==> src/rtl/mux2x1_pkg.sv <==
// Shared types and constants for the 2:1 packet arbiter.
package mux2x1_pkg;

   // Arbiter FSM: wait for a request, or hold a grant until a last beat transfers.
   typedef enum logic [1:0] {
      IDLE    = 2'd0,
      GRANT_A = 2'd1,
      GRANT_B = 2'd2
   } state_e;

   // Grant encoding as seen on the select output.
   localparam logic SEL_A = 1'b0;
   localparam logic SEL_B = 1'b1;

   // Map a grant encoding to its GRANT state.
   function automatic state_e grant_state(input logic sel);
      return (sel == SEL_B) ? GRANT_B : GRANT_A;
   endfunction

endpackage

==> src/rtl/mux2x1_arbiter_if.sv <==
// Handshake bundle for the 2:1 arbiter: requesters A/B, shared output Y, grant status.
interface mux2x1_arbiter_if #(
   parameter int unsigned DATA_W = 8
);
   logic              a_valid;
   logic              a_last;
   logic [DATA_W-1:0] a_data;
   logic              a_ready;

   logic              b_valid;
   logic              b_last;
   logic [DATA_W-1:0] b_data;
   logic              b_ready;

   logic              y_valid;
   logic              y_last;
   logic [DATA_W-1:0] y_data;
   logic              y_ready;

   logic              select;
   logic              busy;

   // Environment side: drives requests and output backpressure.
   modport master (
      output a_valid, a_last, a_data,
      input  a_ready,
      output b_valid, b_last, b_data,
      input  b_ready,
      input  y_valid, y_last, y_data,
      output y_ready,
      input  select, busy
   );

   // Arbiter side.
   modport slave (
      input  a_valid, a_last, a_data,
      output a_ready,
      input  b_valid, b_last, b_data,
      output b_ready,
      output y_valid, y_last, y_data,
      input  y_ready,
      output select, busy
   );
endinterface

==> src/rtl/mux2x1_bus.sv <==
// DATA_W-wide 2:1 steering of data and last, driven by the registered grant.
module mux2x1_bus
   import mux2x1_pkg::*;
#(
   parameter int unsigned DATA_W = 8
) (
   input  logic              sel_i,
   input  logic [DATA_W-1:0] a_data_i,
   input  logic              a_last_i,
   input  logic [DATA_W-1:0] b_data_i,
   input  logic              b_last_i,
   output logic [DATA_W-1:0] y_data_o,
   output logic              y_last_o
);

   // Pass the selected requester's payload straight through.
   always_comb begin
      y_data_o = a_data_i;
      y_last_o = a_last_i;
      if (sel_i == SEL_B) begin
         y_data_o = b_data_i;
         y_last_o = b_last_i;
      end
   end

endmodule

==> src/rtl/mux2x1_arbiter.sv <==
// Packet-level 2:1 arbiter: grants one requester, holds the grant until its last beat
// transfers, then rearbitrates after one IDLE cycle.
// Build option: define MUX2X1_ARBITER_RR_EN for round-robin contention resolution;
// left undefined, requester A always wins contention.
module mux2x1_arbiter
   import mux2x1_pkg::*;
#(
   parameter int unsigned DATA_W = 8
) (
   input  logic                  clk,
   input  logic                  rst,
   mux2x1_arbiter_if.slave       bus_if
);

   state_e state_q;
   logic   select_q;
   logic   busy_q;
   logic   gnt_a;
   logic   gnt_b;
   logic   last_done;
   logic   prio_sel;
   logic   win_sel;

`ifdef MUX2X1_ARBITER_RR_EN
   logic   ptr_q;
   assign prio_sel = ptr_q;
`else
   assign prio_sel = SEL_A;
`endif

   assign gnt_a = (state_q == GRANT_A);
   assign gnt_b = (state_q == GRANT_B);

   // Only the granted requester sees ready and can raise y_valid.
   assign bus_if.y_valid = (gnt_a & bus_if.a_valid) | (gnt_b & bus_if.b_valid);
   assign bus_if.a_ready = gnt_a & bus_if.y_ready;
   assign bus_if.b_ready = gnt_b & bus_if.y_ready;
   assign bus_if.select  = select_q;
   assign bus_if.busy    = busy_q;

   assign last_done = bus_if.y_valid & bus_if.y_ready & bus_if.y_last;

   mux2x1_bus #(
      .DATA_W (DATA_W)
   ) u_bus (
      .sel_i    (select_q),
      .a_data_i (bus_if.a_data),
      .a_last_i (bus_if.a_last),
      .b_data_i (bus_if.b_data),
      .b_last_i (bus_if.b_last),
      .y_data_o (bus_if.y_data),
      .y_last_o (bus_if.y_last)
   );

   // Pick the winner of an IDLE-cycle arbitration.
   always_comb begin
      win_sel = SEL_A;
      if (bus_if.a_valid && bus_if.b_valid) begin
         win_sel = prio_sel;
      end else if (bus_if.b_valid) begin
         win_sel = SEL_B;
      end
   end

   // Grant FSM with registered select/busy (and priority pointer in round-robin builds).
   always_ff @(posedge clk or posedge rst) begin
      if (rst) begin
         state_q  <= IDLE;
         select_q <= SEL_A;
         busy_q   <= 1'b0;
`ifdef MUX2X1_ARBITER_RR_EN
         ptr_q    <= SEL_A;
`endif
      end else begin
         unique case (state_q)
            IDLE: begin
               if (bus_if.a_valid || bus_if.b_valid) begin
                  state_q  <= grant_state(win_sel);
                  select_q <= win_sel;
                  busy_q   <= 1'b1;
               end
            end
            GRANT_A, GRANT_B: begin
               if (last_done) begin
                  state_q <= IDLE;
                  busy_q  <= 1'b0;
`ifdef MUX2X1_ARBITER_RR_EN
                  // Hand priority to the requester that just lost out.
                  ptr_q   <= ~select_q;
`endif
               end
            end
            default: begin
               state_q <= IDLE;
               busy_q  <= 1'b0;
            end
         endcase
      end
   end

endmodule

==> src/flat_wrapper.sv <==
// flat-port wrapper written by rule: the top's interface ports become plain ports
module mux2x1_arbiter_flat import mux2x1_pkg::*;
#(
   parameter int unsigned DATA_W = 8
)
  (clk, rst, bus_if_a_valid, bus_if_a_last, bus_if_a_data, bus_if_a_ready, bus_if_b_valid, bus_if_b_last, bus_if_b_data, bus_if_b_ready, bus_if_y_valid, bus_if_y_last, bus_if_y_data, bus_if_y_ready, bus_if_select, bus_if_busy);
  mux2x1_arbiter_if #(.DATA_W(DATA_W)) bus_if_i ();
  input  logic clk;
  input  logic rst;
  input wire logic [$bits(bus_if_i.a_valid)-1:0] bus_if_a_valid;
  input wire logic [$bits(bus_if_i.a_last)-1:0] bus_if_a_last;
  input wire logic [$bits(bus_if_i.a_data)-1:0] bus_if_a_data;
  output wire logic [$bits(bus_if_i.a_ready)-1:0] bus_if_a_ready;
  input wire logic [$bits(bus_if_i.b_valid)-1:0] bus_if_b_valid;
  input wire logic [$bits(bus_if_i.b_last)-1:0] bus_if_b_last;
  input wire logic [$bits(bus_if_i.b_data)-1:0] bus_if_b_data;
  output wire logic [$bits(bus_if_i.b_ready)-1:0] bus_if_b_ready;
  output wire logic [$bits(bus_if_i.y_valid)-1:0] bus_if_y_valid;
  output wire logic [$bits(bus_if_i.y_last)-1:0] bus_if_y_last;
  output wire logic [$bits(bus_if_i.y_data)-1:0] bus_if_y_data;
  input wire logic [$bits(bus_if_i.y_ready)-1:0] bus_if_y_ready;
  output wire logic [$bits(bus_if_i.select)-1:0] bus_if_select;
  output wire logic [$bits(bus_if_i.busy)-1:0] bus_if_busy;
  assign bus_if_i.a_valid = bus_if_a_valid;
  assign bus_if_i.a_last = bus_if_a_last;
  assign bus_if_i.a_data = bus_if_a_data;
  assign bus_if_a_ready = bus_if_i.a_ready;
  assign bus_if_i.b_valid = bus_if_b_valid;
  assign bus_if_i.b_last = bus_if_b_last;
  assign bus_if_i.b_data = bus_if_b_data;
  assign bus_if_b_ready = bus_if_i.b_ready;
  assign bus_if_y_valid = bus_if_i.y_valid;
  assign bus_if_y_last = bus_if_i.y_last;
  assign bus_if_y_data = bus_if_i.y_data;
  assign bus_if_i.y_ready = bus_if_y_ready;
  assign bus_if_select = bus_if_i.select;
  assign bus_if_busy = bus_if_i.busy;
  mux2x1_arbiter #(.DATA_W(DATA_W)) u_core (.clk(clk), .rst(rst), .bus_if(bus_if_i));
endmodule
==> config.mk <==
export PLATFORM = sky130hd
export DESIGN_NAME = mux2x1_arbiter_flat
export DESIGN_NICKNAME = d
export VERILOG_FILES = /design/src/rtl/mux2x1_pkg.sv /design/src/rtl/mux2x1_arbiter_if.sv /design/src/rtl/mux2x1_bus.sv /design/src/rtl/mux2x1_arbiter.sv /design/src/flat_wrapper.sv
export SDC_FILE = /design/constraint.sdc
export NUM_CORES = 1
export LEC_CHECK = 0
export BUFFER_PORTS_ARGS = -buffer_cell sky130_fd_sc_hd__clkbuf_2
export CELL_PAD_IN_SITES_DETAIL_PLACEMENT = 1
export CELL_PAD_IN_SITES_GLOBAL_PLACEMENT = 1
export CORE_ASPECT_RATIO = 0.8
export CORE_MARGIN = 10
export CORE_UTILIZATION = 24
export CTS_BUF_LIST = sky130_fd_sc_hd__clkbuf_8 sky130_fd_sc_hd__clkbuf_16
export DETAILED_ROUTE_END_ITERATION = 8
export GPL_ROUTABILITY_DRIVEN = 1
export PLACE_DENSITY_LB_ADDON = 0.1
export REMOVE_ABC_BUFFERS = 1
export SYNTH_ARGS = -nofsm -noshare
export SYNTH_HDL_FRONTEND = slang
export SYNTH_SLANG_ARGS = --single-unit
==> constraint.sdc <==
create_clock -name clk -period 1.9 [get_ports clk]
set_clock_uncertainty 0.15 [all_clocks]
set_input_delay 0.38 -clock clk [delete_from_list [all_inputs] [get_ports clk]]
set_output_delay 0.38 -clock clk [all_outputs]
set_load 0.02 [all_outputs]
Yosys cells after proc, flatten, opt, wreduce, memory -nomap -nowiden
Index checks and enable logic that the tools add are counted.
{ "totals": {"reg_bits": 4, "latch_bits": 0, "ram_bits": 0, "mem_bits_ro": 0, "inputBits": 23, "word_cells": 31, "mem_count": 0} }
{ "op_classes": {"addsub": 0, "multipliers": 0, "n_div": 0, "order_cmp": 0, "eq_ne": 4, "shifts": 0, "mux": 11, "bitwise_logic": 7, "n_reduce_logical": 6} }
{ "ops": {"columns": ["operator", "count"], "rows": [
  ["$mux 8", 1],
  ["$and 1x1->1", 6],
  ["$mux 2", 3],
  ["$mux 1", 5],
  ["$ne 2x1->1 const B", 2],
  ["$pmux 2 s2", 1],
  ["$reduce_and 2->1", 2],
  ["$eq 2x1->1 const B", 1],
  ["$eq 2x2->1 const B", 1],
  ["$logic_not 2->1", 1],
  ["$pmux 1 s2", 1],
  ["$reduce_or 2->1", 1],
  ["$logic_and 1x1->1", 1],
  ["$logic_or 1x1->1", 1],
  ["$or 1x1->1", 1]
]} }

Depth between registers and ports, before layout
{ "depth": {"ltp_word": 7, "mapped_depth": 6, "mapped_depth_nobuf": 6} }

Hierarchy
Synthesis repeated with hierarchy kept, for this count alone.
{ "unflattened": {"cells_unflattened": 46, "area_unflattened_um2": 462.9} }
{ "by_module_without_submodules": {"columns": ["module", "instances", "cells_per_inst", "area_each_um2"], "rows": [
  ["mux2x1_arbiter", 1, 36, 316.6],
  ["mux2x1_bus", 1, 10, 146.4]
]} }

Worst setup path before layout
OpenSTA, ideal clock, no wires.
{ "synth_path": {"path_kind": "register to register", "start": "register u_core.state_q[0]", "end": "register u_core.state_q[0]", "setup_time_ps": 131, "arrival_time_ps": 1365, "path_slack_ps": 253, "path_stages_with_launch": 7, "path_buffers": 0, "synth_period_minus_slack_ps": 1647, "path_cell_list": "dfrtp_1 -> inv_1 -> ha_1 -> a22oi_1 -> inv_1 -> a21oi_1 -> or3_1"} }
{ "synth_between": {"elab_chain_len": 7} }
{ "synth_lines": {"columns": ["item", "line_no", "source"], "rows": [
  ["start, declared", "mux2x1_arbiter.sv:15", "state_e state_q;"],
  ["start signal, assigned", "mux2x1_arbiter.sv:78", "state_q <= grant_state(win_sel);"],
  ["$eq 2x1->1 or $eq 2x2->1 (tied branches)", "mux2x1_arbiter.sv:31, mux2x1_arbiter.sv:32", null],
  ["$and 1x1->1", "mux2x1_arbiter.sv:35", "assign bus_if.y_valid = (gnt_a & bus_if.a_valid) | (gnt_b & bus_if.b_valid);"],
  ["$or 1x1->1 *", "mux2x1_arbiter.sv:35", null],
  ["net bus_if_y_valid", "flat_wrapper.sv:18", "output wire logic [$bits(bus_if_i.y_valid)-1:0] bus_if_y_valid;"],
  ["$and 1x1->1 * (2 in a row)", "mux2x1_arbiter.sv:41", "assign last_done = bus_if.y_valid & bus_if.y_ready & bus_if.y_last;"],
  ["$ne 2x1->1 (no source line) *", null, null],
  ["$reduce_and 2->1 (no source line) *", null, null]
]} }
Mark *: on every way through the listed nets, which the timed path passes. The rest lies on a longest branch.
A chain may end at the register's enable or synchronous reset.

Worst setup path in the final report
{ "layout_path": {"start": "register u_core.select_q (netlist: u_core.bus_if.select)", "end": "output port bus_if_y_last"} }
{ "layout_between": {"elab_chain_len": 1} }
{ "layout_lines": {"columns": ["item", "line_no", "source"], "rows": [
  ["start, declared", "mux2x1_arbiter.sv:16", "logic select_q;"],
  ["start signal, assigned", "mux2x1_arbiter.sv:79", "select_q <= win_sel;"],
  ["$mux 1", "mux2x1_bus.sv:20", "if (sel_i == SEL_B) begin"],
  ["end, declared", "flat_wrapper.sv:19", "output wire logic [$bits(bus_if_i.y_last)-1:0] bus_if_y_last;"]
]} }
Every way passes these cells.

==> impl_metrics.ini <==
[global_route]
gr-usage-all-layers_pct = 10.6
first_global_vias = 667
grt_antenna_before_repair = 0
grt.overflow.total = 0
grt_max_degree = 12
grt_pass1_wl_um = 3210

[run_status]
run_status = complete, no violations

[die]
initial_utilization_pct = 26.1
die_area_um2 = 3970
floorplan.core_area_um2 = 1690
total_number_of_placement_rows = 13
die_w_um = 68.0
floorplan.die.height_um = 58.4
floorplan.io_pins = 37

[logic_synthesis]
synth_warnings = 0
post_synth_inst_count = 48
ys_ff_latch = 4
mappedNetlistArea_um2 = 442
synth_seq_area_share_pct = 22.7
postSynthAreaPerCell_um2 = 9.20
post_synth_num_cell_types = 21

[power]
sequentialPowerShare_pct = 17.5
power.density_nw_per_um2 = 1540
vdd_drop_max_uv = 605
internal_power_mw = 0.610
power_frac_comb_pct = 66.6
power.static_leakage_nw = 0.378
power_switching_mw = 0.524
netSwitchingFraction_pct = 46.2
clockPowerShare_pct = 15.9
report.power.total_mw = 1.13

[clock_network]
cts_buffer_count = 3
ctsRootBufferMaster = clkbuf_8
cts.sink_count = 4
clockBufferDepth = 2
clock_insertion_delay_worst_skew_ns = 0.22
tritoncts_clock_tree = yes
htree_num_levels = 1
clk_pin_slew_ns = 0.03

[worst_setup_path]
path_class = flip-flop to output pin
worst-path-max-fanout = 11
critical_path_required_ns = 1.37
critical_path_arrival_ns = 1.30
endpoint_kind = output pin
critical_path.startpoint_type = flip-flop

[detailed_routing]
routed_via_density = 4.88
dr.first_iter.drc_count = 4
route.vias.total = 547
final_antenna_net_count = 0
drc = 0
route.detailed.wl_per_inst_um = 17.4
routed_wirelength_um = 1950
drt_pre_antenna_iters = 4

[sta]
minimum_clock_period_ns = 1.83
achievable-frequency_mhz = 547
worst_pin_slew_ns = 0.272
report.final.hold_viol_count = 0
final-setup-viol-count = 0
slew_headroom_pct = 81.7
period_share_pct = 96.3
maxSlewViolCount = 0
setup-tns-final_ns = 0

[cells_and_area]
area_delta_synth_final_pct = 66.6
antenna-diode-count = 0
nNetsFinal = 118
final.fill_count = 216
layout-drive-gt1-share_pct = 64.4
final-instance-count-excl-fill = 112
final_design_area_no_fill_um2 = 736

[place]
buffer_ports.inserted = 36
detailedPlacementHpwl_um = 1610
routabilityCongestion = 0.739
place_inst = 106
dpl_cell_area_um2 = 646

[job]
cap_viol_max_count = 0

[min_path]
hold_path_class = input pin to flip-flop
==> timing repair <==
item / 4_1_cts / 5_1_grt
hold buffers: 1 / 0
cloned: 0 / 0
resized for setup: 3 / 6
buffers inserted: 1 / 1
hold endpoints to repair: 4 / 0
setup endpoints to repair: 10 / 2
pin swaps: 0 / 1
==> synthesized netlist by cell type <==
master	instances	area, um^2
or2_2	1	6.26
and2_1	2	12.5
dfrtp_1	4	100
o221ai_2	1	15.0
or4b_1	1	10.0
nand2b_1	2	12.5
o221ai_1	2	17.5
nand2_1	2	7.51
or4bb_1	1	11.3
a21oi_1	5	25.0
ha_1	3	37.5
nor3_1	2	10.0
inv_2	1	3.75
a22oi_1	1	7.51
nor2b_1	1	6.26
nor4_1	3	18.8
or3_1	1	6.26
inv_1	5	18.8
mux2i_2	1	13.8
buf_6	1	11.3
mux2_2	8	90.1
==> per-layer routing <==
layer  GRT usage [%]  routed length [um]  vias to the layer above
met1            11.2                 804                      263
met5               0                   0                        -
met4            5.16                  29                        0
met2            18.2                1010                       20
met3            3.59                 113                        2
li1                -                   -                      262
==> worst max-delay path, cell delays in order, from the launching register on <==
cell	delay, ns
dfrtp_2	0.51
mux2i_4	0.33
inv_2	0.10
buf_6	0.14
==> metrics by stage <==
step	worst slack [ns]	hold WS, ns	utilization [%]
after floorplan	0.253	-0.00392	-
after global placement	0.0944	0.119	38.2
after detailed placement	0.0938	0.122	38.2
after CTS	0.00762	0.284	42.5
after global routing	-0.000553	0.304	43.5
final	0.0705	0.290	43.5
==> logic make-up (layout without fill, tap and decap cells) <==
kind of cell	Yosys count	after routing	synth area share, %
simple gates	16	16	22.9
compound gates	9	9	14.7
mux	9	9	23.5
buf+inv	7	49	7.65
flops	4	4	22.7
fa+ha+maj	3	3	8.50
==> flip-flops by register name (all words and copies together), names as in the netlist <==
register and cells:
u_core.state_q 2, u_core.bus_if.select 1, u_core.bus_if.busy 1
==> layout make-up <==
cell class	count	area, um^2	share of cell area [%]
clock buffer	3	41.3	5.61
inverter	6	22.5	3.06
multi-input combinational	37	324	44.0
sequential	4	101	13.8
tap	22	27.5	3.74
timing repair buffer	40	219	29.8
==> cells in the final DEF (no fill, tap or decap), drive strengths merged, types with 2 or more instances in the layout <==
cell type,n
dfrtp,4
nand2,2
nand2b,2
buf,5
inv,6
ha,3
nor3,2
o221ai,3
a21oi,5
and2,2
clkbuf,37
mux2,8
nor4,3
==> power by group through the flow <==
stage / Combinational (mW) / Clock (mW) / Sequential [mW]
final: 0.755 / 0.180 / 0.199
after global routing: 0.830 / 0.192 / 0.211
after CTS: 0.729 / 0.184 / 0.202
after detailed placement: 0.694 / 0 / 0.196
after global placement: 0.695 / 0 / 0.191
after floorplan: 0.459 / 0 / 0.206
==> final timing paths <==
check,start,to,slack [ns],cells past startpoint
worst min register to register,u_core.bus_if.select$_DFFE_PP0P_,u_core.bus_if.select$_DFFE_PP0P_,0.59,2
min in group asynchronous,rst,u_core.state_q[0]$_DFFE_PP0P_,0.46,3
worst min-delay path,bus_if_a_valid,u_core.bus_if.select$_DFFE_PP0P_,0.29,2
worst max-delay path,u_core.bus_if.select$_DFFE_PP0P_,bus_if_y_last,0.07,3
worst max register to register,u_core.state_q[0]$_DFFE_PP0P_,u_core.state_q[0]$_DFFE_PP0P_,0.19,5
max in group asynchronous,rst,u_core.bus_if.select$_DFFE_PP0P_,0.95,3
No activity file was read; power rests on OpenSTA's default activity.
